File: src/rtl/instruction_decoder_sequencer_pkg.sv
// Shared opcode encodings, destination codes and control-bit indices of the 4-bit CPU.
package cpu4_pkg;

  localparam int unsigned WORD_W = 8;
  localparam int unsigned NIB_W  = 4;
  localparam int unsigned SRC_W  = 4;
  localparam int unsigned EN_W   = 9;
  localparam int unsigned NOP_W  = 4;

  // Opcode classes: (ir & MASK) == VAL
  localparam logic [WORD_W-1:0] OP_LOAD_MASK = 8'h80;
  localparam logic [WORD_W-1:0] OP_LOAD_VAL  = 8'h00;
  localparam logic [WORD_W-1:0] OP_MOVE_MASK = 8'hC0;
  localparam logic [WORD_W-1:0] OP_MOVE_VAL  = 8'h80;
  localparam logic [WORD_W-1:0] OP_ALU_MASK  = 8'hE0;
  localparam logic [WORD_W-1:0] OP_ALU_VAL   = 8'hC0;
  localparam logic [WORD_W-1:0] OP_JMP_MASK  = 8'hF0;
  localparam logic [WORD_W-1:0] OP_JMP_VAL   = 8'hE0;
  localparam logic [WORD_W-1:0] OP_JNZ_MASK  = 8'hF0;
  localparam logic [WORD_W-1:0] OP_JNZ_VAL   = 8'hF0;

  // ALU encodings that are no-ops with a dedicated flag
  localparam logic [WORD_W-1:0] NOP_C8 = 8'hC8;
  localparam logic [WORD_W-1:0] NOP_CF = 8'hCF;
  localparam logic [WORD_W-1:0] NOP_D8 = 8'hD8;
  localparam logic [WORD_W-1:0] NOP_DF = 8'hDF;

  typedef enum logic [2:0] {
    DST_X0 = 3'd0, DST_X1 = 3'd1, DST_Y0 = 3'd2, DST_Y1 = 3'd3,
    DST_O  = 3'd4, DST_M  = 3'd5, DST_I  = 3'd6, DST_DM = 3'd7
  } dst_e;

  // source_sel codes
  localparam logic [SRC_W-1:0] SRC_X0    = 4'd0;
  localparam logic [SRC_W-1:0] SRC_R     = 4'd4;
  localparam logic [SRC_W-1:0] SRC_DM    = 4'd7;
  localparam logic [SRC_W-1:0] SRC_PM    = 4'd8;
  localparam logic [SRC_W-1:0] SRC_IPINS = 4'd9;

  // reg_en bit indices
  localparam int unsigned EN_R  = 4;
  localparam int unsigned EN_M  = 5;
  localparam int unsigned EN_I  = 6;
  localparam int unsigned EN_DM = 7;
  localparam int unsigned EN_O  = 8;

  // One-hot write enable for a destination code; o_reg lives at the top bit.
  function automatic logic [EN_W-1:0] dst_en(input dst_e d);
    logic [EN_W-1:0] en;
    en = '0;
    if (d == DST_O) en[EN_O] = 1'b1;
    else            en[d]    = 1'b1;
    return en;
  endfunction

endpackage

File: src/rtl/instruction_decoder_sequencer_if.sv
// Program-memory fetch and computational-unit control bundle.
interface instruction_decoder_sequencer_if #(
  parameter int unsigned PC_W = 8
);
  import cpu4_pkg::*;

  logic [WORD_W-1:0] pm_data;
  logic              r_eq_0;
  logic [PC_W-1:0]   pm_addr;
  logic [WORD_W-1:0] ir;
  logic [NIB_W-1:0]  nibble_ir;
  logic [SRC_W-1:0]  source_sel;
  logic [EN_W-1:0]   reg_en;
  logic              i_sel;
  logic              x_sel;
  logic              y_sel;
  logic              NOPC8;
  logic              NOPCF;
  logic              NOPD8;
  logic              NOPDF;
  logic              bubble;

  modport master (
    input  pm_data, r_eq_0,
    output pm_addr, ir, nibble_ir, source_sel, reg_en, i_sel, x_sel, y_sel,
           NOPC8, NOPCF, NOPD8, NOPDF, bubble
  );

  modport slave (
    output pm_data, r_eq_0,
    input  pm_addr, ir, nibble_ir, source_sel, reg_en, i_sel, x_sel, y_sel,
           NOPC8, NOPCF, NOPD8, NOPDF, bubble
  );
endinterface

File: src/rtl/instruction_decoder_sequencer_pc_sequencer.sv
// Program counter with increment/wrap, jump redirect and one-slot bubble flag.
module pc_sequencer #(
  parameter int unsigned      PC_W     = 8,
  parameter logic [PC_W-1:0]  RESET_PC = '0
) (
  input  logic            clk,
  input  logic            sync_reset,
  input  logic            jump_i,
  input  logic            taken_i,
  input  logic [PC_W-1:0] target_i,
  output logic [PC_W-1:0] pc_o,
  output logic            bubble_o
);

  logic [PC_W-1:0] pc_q, pc_d;
  logic            bubble_q, bubble_d;

  // Next pc: sequential unless a live jump redirects; any jump squashes the next slot.
  always_comb begin
    pc_d     = pc_q + PC_W'(1);
    bubble_d = 1'b0;
    if (jump_i) begin
      bubble_d = 1'b1;
      if (taken_i) pc_d = target_i;
    end
  end

  // State registers with synchronous reset.
  always_ff @(posedge clk) begin
    if (sync_reset) begin
      pc_q     <= RESET_PC;
      bubble_q <= 1'b1;
    end else begin
      pc_q     <= pc_d;
      bubble_q <= bubble_d;
    end
  end

  assign pc_o     = pc_q;
  assign bubble_o = bubble_q;

endmodule

File: src/rtl/instruction_decoder_sequencer.sv
// Instruction fetch, IR and combinational decode into computational-unit controls.
module instruction_decoder_sequencer
  import cpu4_pkg::*;
#(
  parameter int unsigned     PC_W     = 8,
  parameter logic [PC_W-1:0] RESET_PC = '0
) (
  input  logic clk,
  input  logic sync_reset,
  instruction_decoder_sequencer_if.master bus
);

  logic [WORD_W-1:0] ir_q, ir_d;
  logic              bubble;
  logic              is_jmp, is_jnz, jump_c, taken_c;
  logic [SRC_W-1:0]  src_sel_c;
  logic [EN_W-1:0]   reg_en_c;
  logic              i_sel_c;
  logic [NOP_W-1:0]  nop_c;
  dst_e              dst;
  logic [2:0]        src;
  logic              wr, dm_acc;

  assign is_jmp  = (ir_q & OP_JMP_MASK) == OP_JMP_VAL;
  assign is_jnz  = (ir_q & OP_JNZ_MASK) == OP_JNZ_VAL;
  assign jump_c  = (is_jmp | is_jnz) & ~bubble;
  assign taken_c = is_jmp | (is_jnz & ~bus.r_eq_0);
  assign ir_d    = bus.pm_data;

  pc_sequencer #(.PC_W(PC_W), .RESET_PC(RESET_PC)) u_pc (
    .clk        (clk),
    .sync_reset (sync_reset),
    .jump_i     (jump_c),
    .taken_i    (taken_c),
    .target_i   (bus.pm_data[PC_W-1:0]),
    .pc_o       (bus.pm_addr),
    .bubble_o   (bubble)
  );

  // Instruction register: every cycle fetches the word at pm_addr.
  always_ff @(posedge clk) begin
    if (sync_reset) ir_q <= '0;
    else            ir_q <= ir_d;
  end

  // Decode IR into bus source, write enables, i update and NOP flags.
  always_comb begin
    src_sel_c = SRC_X0;
    reg_en_c  = '0;
    i_sel_c   = 1'b0;
    nop_c     = '0;
    dst       = DST_X0;
    src       = 3'd0;
    wr        = 1'b0;
    dm_acc    = 1'b0;
    if (!bubble) begin
      if ((ir_q & OP_LOAD_MASK) == OP_LOAD_VAL) begin
        dst       = dst_e'(ir_q[6:4]);
        src_sel_c = SRC_PM;
        wr        = 1'b1;
        dm_acc    = (dst == DST_DM);
      end else if ((ir_q & OP_MOVE_MASK) == OP_MOVE_VAL) begin
        dst       = dst_e'(ir_q[5:3]);
        src       = ir_q[2:0];
        wr        = 1'b1;
        src_sel_c = (src == dst) ? SRC_IPINS : SRC_W'(src);
        dm_acc    = (dst == DST_DM) || ((src == 3'd7) && (src != dst));
      end else if ((ir_q & OP_ALU_MASK) == OP_ALU_VAL) begin
        src_sel_c = SRC_X0;
        case (ir_q)
          NOP_C8:  nop_c[0] = 1'b1;
          NOP_CF:  nop_c[1] = 1'b1;
          NOP_D8:  nop_c[2] = 1'b1;
          NOP_DF:  nop_c[3] = 1'b1;
          default: reg_en_c[EN_R] = 1'b1;
        endcase
      end
    end
    if (wr) begin
      reg_en_c = dst_en(dst);
      // A bus write to i takes precedence over the dm post-increment.
      if (dst == DST_I) begin
        reg_en_c[EN_I] = 1'b1;
        i_sel_c        = 1'b0;
      end else if (dm_acc) begin
        reg_en_c[EN_I] = 1'b1;
        i_sel_c        = 1'b1;
      end
    end
  end

  assign bus.ir         = ir_q;
  assign bus.nibble_ir  = ir_q[3:0];
  assign bus.x_sel      = ir_q[4];
  assign bus.y_sel      = ir_q[3];
  assign bus.source_sel = src_sel_c;
  assign bus.reg_en     = reg_en_c;
  assign bus.i_sel      = i_sel_c;
  assign bus.NOPC8      = nop_c[0];
  assign bus.NOPCF      = nop_c[1];
  assign bus.NOPD8      = nop_c[2];
  assign bus.NOPDF      = nop_c[3];
  assign bus.bubble     = bubble;

endmodule

File: src/flat_wrapper.sv
// flat-port wrapper written by rule: the top's interface ports become plain ports
module instruction_decoder_sequencer_flat import cpu4_pkg::*;
#(
  parameter int unsigned     PC_W     = 8,
  parameter logic [PC_W-1:0] RESET_PC = '0
)
  (clk, sync_reset, bus_pm_data, bus_r_eq_0, bus_pm_addr, bus_ir, bus_nibble_ir, bus_source_sel, bus_reg_en, bus_i_sel, bus_x_sel, bus_y_sel, bus_NOPC8, bus_NOPCF, bus_NOPD8, bus_NOPDF, bus_bubble);
  instruction_decoder_sequencer_if #(.PC_W(PC_W)) bus_i ();
  input  logic clk;
  input  logic sync_reset;
  input wire logic [$bits(bus_i.pm_data)-1:0] bus_pm_data;
  input wire logic [$bits(bus_i.r_eq_0)-1:0] bus_r_eq_0;
  output wire logic [$bits(bus_i.pm_addr)-1:0] bus_pm_addr;
  output wire logic [$bits(bus_i.ir)-1:0] bus_ir;
  output wire logic [$bits(bus_i.nibble_ir)-1:0] bus_nibble_ir;
  output wire logic [$bits(bus_i.source_sel)-1:0] bus_source_sel;
  output wire logic [$bits(bus_i.reg_en)-1:0] bus_reg_en;
  output wire logic [$bits(bus_i.i_sel)-1:0] bus_i_sel;
  output wire logic [$bits(bus_i.x_sel)-1:0] bus_x_sel;
  output wire logic [$bits(bus_i.y_sel)-1:0] bus_y_sel;
  output wire logic [$bits(bus_i.NOPC8)-1:0] bus_NOPC8;
  output wire logic [$bits(bus_i.NOPCF)-1:0] bus_NOPCF;
  output wire logic [$bits(bus_i.NOPD8)-1:0] bus_NOPD8;
  output wire logic [$bits(bus_i.NOPDF)-1:0] bus_NOPDF;
  output wire logic [$bits(bus_i.bubble)-1:0] bus_bubble;
  assign bus_i.pm_data = bus_pm_data;
  assign bus_i.r_eq_0 = bus_r_eq_0;
  assign bus_pm_addr = bus_i.pm_addr;
  assign bus_ir = bus_i.ir;
  assign bus_nibble_ir = bus_i.nibble_ir;
  assign bus_source_sel = bus_i.source_sel;
  assign bus_reg_en = bus_i.reg_en;
  assign bus_i_sel = bus_i.i_sel;
  assign bus_x_sel = bus_i.x_sel;
  assign bus_y_sel = bus_i.y_sel;
  assign bus_NOPC8 = bus_i.NOPC8;
  assign bus_NOPCF = bus_i.NOPCF;
  assign bus_NOPD8 = bus_i.NOPD8;
  assign bus_NOPDF = bus_i.NOPDF;
  assign bus_bubble = bus_i.bubble;
  instruction_decoder_sequencer #(.PC_W(PC_W), .RESET_PC(RESET_PC)) u_core (.clk(clk), .sync_reset(sync_reset), .bus(bus_i));
endmodule
File: config.mk
export PLATFORM = sky130hd
export DESIGN_NAME = instruction_decoder_sequencer_flat
export DESIGN_NICKNAME = d
export VERILOG_FILES = /design/src/rtl/instruction_decoder_sequencer_pkg.sv /design/src/rtl/instruction_decoder_sequencer_if.sv /design/src/rtl/instruction_decoder_sequencer_pc_sequencer.sv /design/src/rtl/instruction_decoder_sequencer.sv /design/src/flat_wrapper.sv
export SDC_FILE = /design/constraint.sdc
export NUM_CORES = 1
export LEC_CHECK = 0
export CAP_MARGIN = 5
export CORE_ASPECT_RATIO = 1.5
export CORE_MARGIN = 4
export CORE_UTILIZATION = 35
export CTS_CLUSTER_SIZE = 30
export DETAILED_ROUTE_END_ITERATION = 8
export DONT_BUFFER_PORTS = 1
export GPL_TIMING_DRIVEN = 0
export PLACE_DENSITY_LB_ADDON = 0.08
export SYNTH_ARGS = -nofsm -noshare
export SYNTH_HDL_FRONTEND = slang
export SYNTH_SLANG_ARGS = --single-unit
export TNS_END_PERCENT = 10
File: constraint.sdc
create_clock -name clk -period 2.1 [get_ports clk]
set_clock_uncertainty 0.2 [all_clocks]
set_input_delay 0.21 -clock clk [delete_from_list [all_inputs] [get_ports clk]]
set_output_delay 0.21 -clock clk [all_outputs]
set_load 0.02 [all_outputs]
# Word level (Yosys, flattened, before mapping)
# Cells that the tools add are included.
dict set report word_totals {
  inputBits 11
  regBits 17
  out_inout_bits 41
}
dict set report op_classes {
  bitwise 6
  n_addsub 1
  reduce_logical 5
  n_lt_le_gt_ge 2
  n_eq_ne 15
  mux 39
}
# cell n
set ops {}
lappend ops {{$eq 8x8->1 const B} 4}
lappend ops {{$mux 4} 8}
lappend ops {{$mux 8} 3}
lappend ops {{$mux 1} 23}
lappend ops {{$eq 3x3->1 const B} 6}
lappend ops {{$mux 3} 3}
lappend ops {{$mux 9} 1}
lappend ops {{$add 8x1->8 const B} 1}
lappend ops {{$eq 4x4->1 const B} 2}
lappend ops {{$logic_not 8->1} 1}
lappend ops {{$lt 3x5->1 const B} 1}
lappend ops {{$reduce_or 4->1} 1}
lappend ops {{$demux 1 s3} 1}
lappend ops {{$eq 3x3->1} 1}
lappend ops {{$ge 3x1->1 const B} 1}
lappend ops {{$ne 3x3->1} 1}
lappend ops {{$and 1x1->1} 2}
lappend ops {{$eq 2x2->1 const B} 1}
lappend ops {{$logic_and 1x1->1} 2}
lappend ops {{$not 1->1} 2}
lappend ops {{$or 1x1->1} 2}
lappend ops {{$logic_or 1x1->1} 1}

# Depth between registers and ports, before layout
dict set report logic_depth {
  word_depth 12
  ltp_mapped 4
  depth_no_buf 4
}

# Cells and area by module
# From an unflattened synthesis, not the netlist that was laid out.
dict set report hier_totals {
  hier_cells 131
  hier_area_um2 1083.5
}
# module cells_per_inst instances seq_area_each_um2 area_per_inst_um2
set modules_own_cells {}
lappend modules_own_cells {instruction_decoder_sequencer 86 1 160.2 686.9}
lappend modules_own_cells {pc_sequencer 45 1 180.2 396.6}

# Least setup slack after synthesis
# No wires, ideal clock.
dict set report synth_path {
  path_kind {flip-flop to output port}
  start {reg u_core.ir_q[4], in the netlist u_core.bus.ir[4]}
  end {out bus_reg_en[1]}
  slack_ns 0.007
  path_buffers 1
  path_stages_with_launch 4
  t_arrival_ns 1.683
  cell_sequence {dfxtp_1 buf_2 mux2_2 nor4_1}
}
dict set report synth_via {
  elab_chain_cells 9
}
# item line_no
set synth_rtl {}
lappend synth_rtl {{start, declared} instruction_decoder_sequencer.sv:13} ;# logic [WORD_W-1:0] ir_q, ir_d;
lappend synth_rtl {{start signal, assigned} instruction_decoder_sequencer.sv:43} ;# else ir_q <= ir_d;
lappend synth_rtl {{$mux 3} instruction_decoder_sequencer.sv:62} ;# end else if ((ir_q & OP_MOVE_MASK) == OP_MOVE_VAL) begin
lappend synth_rtl {{$mux 3 *} instruction_decoder_sequencer.sv:57} ;# if ((ir_q & OP_LOAD_MASK) == OP_LOAD_VAL) begin
lappend synth_rtl {{$mux 3 *} instruction_decoder_sequencer.sv:56} ;# if (!bubble) begin
lappend synth_rtl {{$lt 3x5->1 (not written as such) / $ge 3x1->1 (equally long branches)} instruction_decoder_sequencer_pkg.sv:52} ;# else en[d] = 1'b1;
lappend synth_rtl {{$logic_and 1x1->1 (not written as such)} instruction_decoder_sequencer_pkg.sv:52}
lappend synth_rtl {{$mux 1 (not written as such)} instruction_decoder_sequencer_pkg.sv:52}
lappend synth_rtl {{$demux 1 s3} --}
lappend synth_rtl {{$mux 8 *} instruction_decoder_sequencer_pkg.sv:51} ;# if (d == DST_O) en[EN_O] = 1'b1;
lappend synth_rtl {{$mux 9 *} instruction_decoder_sequencer.sv:79} ;# if (wr) begin
lappend synth_rtl {{end, declared} flat_wrapper.sv:17} ;# output wire logic [$bits(bus_i.reg_en)-1:0] bus_reg_en;
# Every way passes the cells marked *; elsewhere a longest branch is shown, timed or not.

# Final worst setup path
dict set report layout_path {
  start {reg u_core.ir_q[1], in the netlist u_core.bus.ir[1]}
  end {out bus_source_sel[3]}
}
dict set report layout_via {
  elab_chain_cells 5
}
# item line_no
set layout_rtl {}
lappend layout_rtl {{$eq 3x3->1} instruction_decoder_sequencer.sv:66} ;# src_sel_c = (src == dst) ? SRC_IPINS : SRC_W'(src);
lappend layout_rtl {{$mux 4} instruction_decoder_sequencer.sv:66}
lappend layout_rtl {{$mux 4} instruction_decoder_sequencer.sv:62}
lappend layout_rtl {{$mux 4} instruction_decoder_sequencer.sv:57}
lappend layout_rtl {{$mux 4} instruction_decoder_sequencer.sv:56}
lappend layout_rtl {{end, declared} flat_wrapper.sv:16} ;# output wire logic [$bits(bus_i.source_sel)-1:0] bus_source_sel;
# Every way passes these cells.

==> reports/metrics.yaml <==
endpoint_kind: "output pin"
path_clk_slew_ns: 0.06
avgSynthCellArea_um2: 8.221
vias_per_cell: 5.742
timing.final.ws_setup_ns: 0.02869
hpwl_um: 2203
synthCells: 128
drive_above_1_share_pct: 28.67
max_freq_mhz: 482.8
critical-path-slowest-cell: "or4_1"
ys.flop_type: "dfxtp_1"
grt_pass1_vias: 1072
synth_nets: 140
power_uw: 758.5
portBuffers: 0
hold_violations: 0
critPathMaxFanout: 6
die_h_um: 75.16
nNetsFinal: 156
crit_arrival_ns: 1.66
grt-ovfl-total: 0
ys_ff_latch: 17
ir_drop_mv: 0.3894
yosys_warnings: 0
antenna_cells: 0
cts-root-buf: "clkbuf_8"
worstSetupPathType: "reg2out"
worst_slew_pin_slew_ns: 0.4168
period_share_pct: 98.63
vias: 1045
firstDrtPassIters: 4
htree_num_levels: 1
drc: 0
leakage_uw: 0.0004992
power_density_nw_per_um2: 559.3
pre_cts_slack_ns: -0.1599
cp.required_ns: 1.69
mappedNetlistArea_um2: 1052
fin_util_pct: 46.56
dr.first_iter.drc_count: 32
startpoint_type: "register"
fill_cells: 302
routed_wl_um: 3042
final_area_um2: 1356
wire_per_inst_um: 16.71
num_rows: 24
rsz0062_at_grt: "true"
ios: 52
ys_seq_area_share_pct: 32.34
cts_inserted_buffers: 3
synth_edf_count: 0
cts_tree: "yes"
grt_max_degree: 11
async_flop_share_pct: 0
area_growth_pct: 28.89
start_util_pct: 36.13
core-area_um2: 2913
setup_viol: 0
status: "finished, final reports clean"
die_area_um2: 3966
crit_path_max_incr_delay_ns: 0.53
clk_latency_ns: 0.25
antenna_found_initial: 0
placed_area_um2: 1101
netlist-cell-type-count: 40
path_cells: "xor2_1 > or4_1 > a21oi_2"
slew_viol_final: 0
postRouteAntennaNets: 0
drv_cap: 0
min_path_type: "in2reg"
cts.sinks: 17
period_minus_slack_ns: 2.071
clk_path_buf_depth: 2
die_w_um: 52.77
grt_pass1_wl_um: 5023
place.gp.congestion: 0.7119
slew-limit-headroom_pct: 72.07
grt_usage_pct: 16.63
## area by class of cell
cell class	count	area (um^2)	share of cell area, %
inverter	3	11.26	0.8303
multi-input combinational	95	694.4	51.20
tap	39	48.80	3.598
buffer	13	93.84	6.919
sequential	17	355.3	26.20
timing repair buffer	11	107.6	7.934
clock buffer	4	45.04	3.321
## metal layers
| metal | up-vias | routed length [um] | GRT usage, % |
|---|---|---|---|
| li1 | 484 | - | - |
| met1 | 506 | 1010 | 16.99 |
| met2 | 49 | 1739 | 31.35 |
| met3 | 6 | 225 | 3.960 |
| met4 | 0 | 65 | 7.102 |
| met5 | - | 0 | 0 |
## path summary, 6_finish.rpt
| kind | from | endpoint | slack, ns | cells past startpoint |
|---|---|---|---|---|
| min | bus_pm_data[0] | u_core.u_pc.pc_o[0] | 0.03 | 2 |
| max reg2reg | u_core.u_pc.bubble_o | u_core.u_pc.pc_o[6] | 0.22 | 4 |
| max | u_core.bus.ir[1] | bus_source_sel[3] | 0.03 | 3 |
| min reg2reg | u_core.u_pc.pc_o[7] | u_core.u_pc.pc_o[7] | 0.42 | 2 |
## flip-flops by register name (all words and copies together), names as in the netlist
signal	count
u_core.bus.ir	8
u_core.u_pc.bubble_o	1
u_core.u_pc.pc_o	8
## critical path: cells and delay by family (launching register included)
family | cells | cell delay [ns]
AOI/OAI and AO/OA | 1 | 0.30
DFF | 1 | 0.45
xor gates and xnor gates | 1 | 0.13
and+or+nand+nor | 1 | 0.53
## report_power, final
group / total, uW / switching [uW] / internal, uW
Combinational: 138 / 75.7 / 62.8
Clock: 240 / 105 / 134
Sequential: 380 / 41.9 / 338
Total: 759 / 223 / 536
## cell usage after synthesis, types with 2 or more instances
library cell   n  area [um^2]
buf_2          5        25.02
o21ai_0        5        25.02
nor3b_1        3        22.52
or3_1          4        25.02
nor2_1         6        22.52
nor3_1         9        45.04
clkbuf_1       2        7.510
dfxtp_1       17        340.3
and4b_1        2        20.02
nand2_1        9        33.78
a21boi_0       2        15.01
a311oi_1       3        26.28
inv_1          2        7.510
nor2b_1       11        68.82
a211oi_1       4        30.03
xor2_1         5        43.79
mux2i_1        2        20.02
a21oi_1        3        15.01
buf_4          6        45.04
nand3_1        4        20.02
and3_1         5        31.28
## metrics by stage
step,std cells,hold slack [ns],TNS [ns]
floorplan,128,0.08161,0
global placement,167,0.08305,-0.3890
detailed placement,167,0.08445,-0.3947
CTS,181,0.03261,-0.09290
global route,182,0.04822,-0.09379
finish,182,0.03469,0
## timing repair
item | CTS | global route
cloned | 0 | 0
hold endpoints to repair | 9 | 0
buffers inserted | 0 | 1
setup endpoints to repair | 14 | 16
gates resized for setup | 21 | 14
hold buffers | 10 | 0
pin swaps | 1 | 4
## cells in the final DEF, fill, tap and decap left out, types with 3 or more instances in the layout
master         count
nand2_1            9
and3_1             5
xor2_1             5
buf_4              8
nor2b_1           10
or3_1              4
clkbuf_8           3
dfxtp_2            6
dfxtp_1            9
clkbuf_4           3
nor3_1             7
nor2_1             4
a311oi_1           3
a211oi_1           4
dlygate4sd3_1     10
nand3_1            4
clkbuf_1           3
o21ai_0            5
## kinds of logic (layout without fill, tap and decap cells)
kind of cell / count (synthesis) / after routing / synth area share [%]
fa+ha+maj: 1 / 1 / 1.189
buf+inv: 16 / 31 / 8.442
mux: 3 / 3 / 2.973
simple gates: 65 / 65 / 37.34
flops: 17 / 17 / 32.34
compound gates: 20 / 20 / 12.72
xor+xnor: 6 / 6 / 4.994
(Power assumes the default switching activity.)
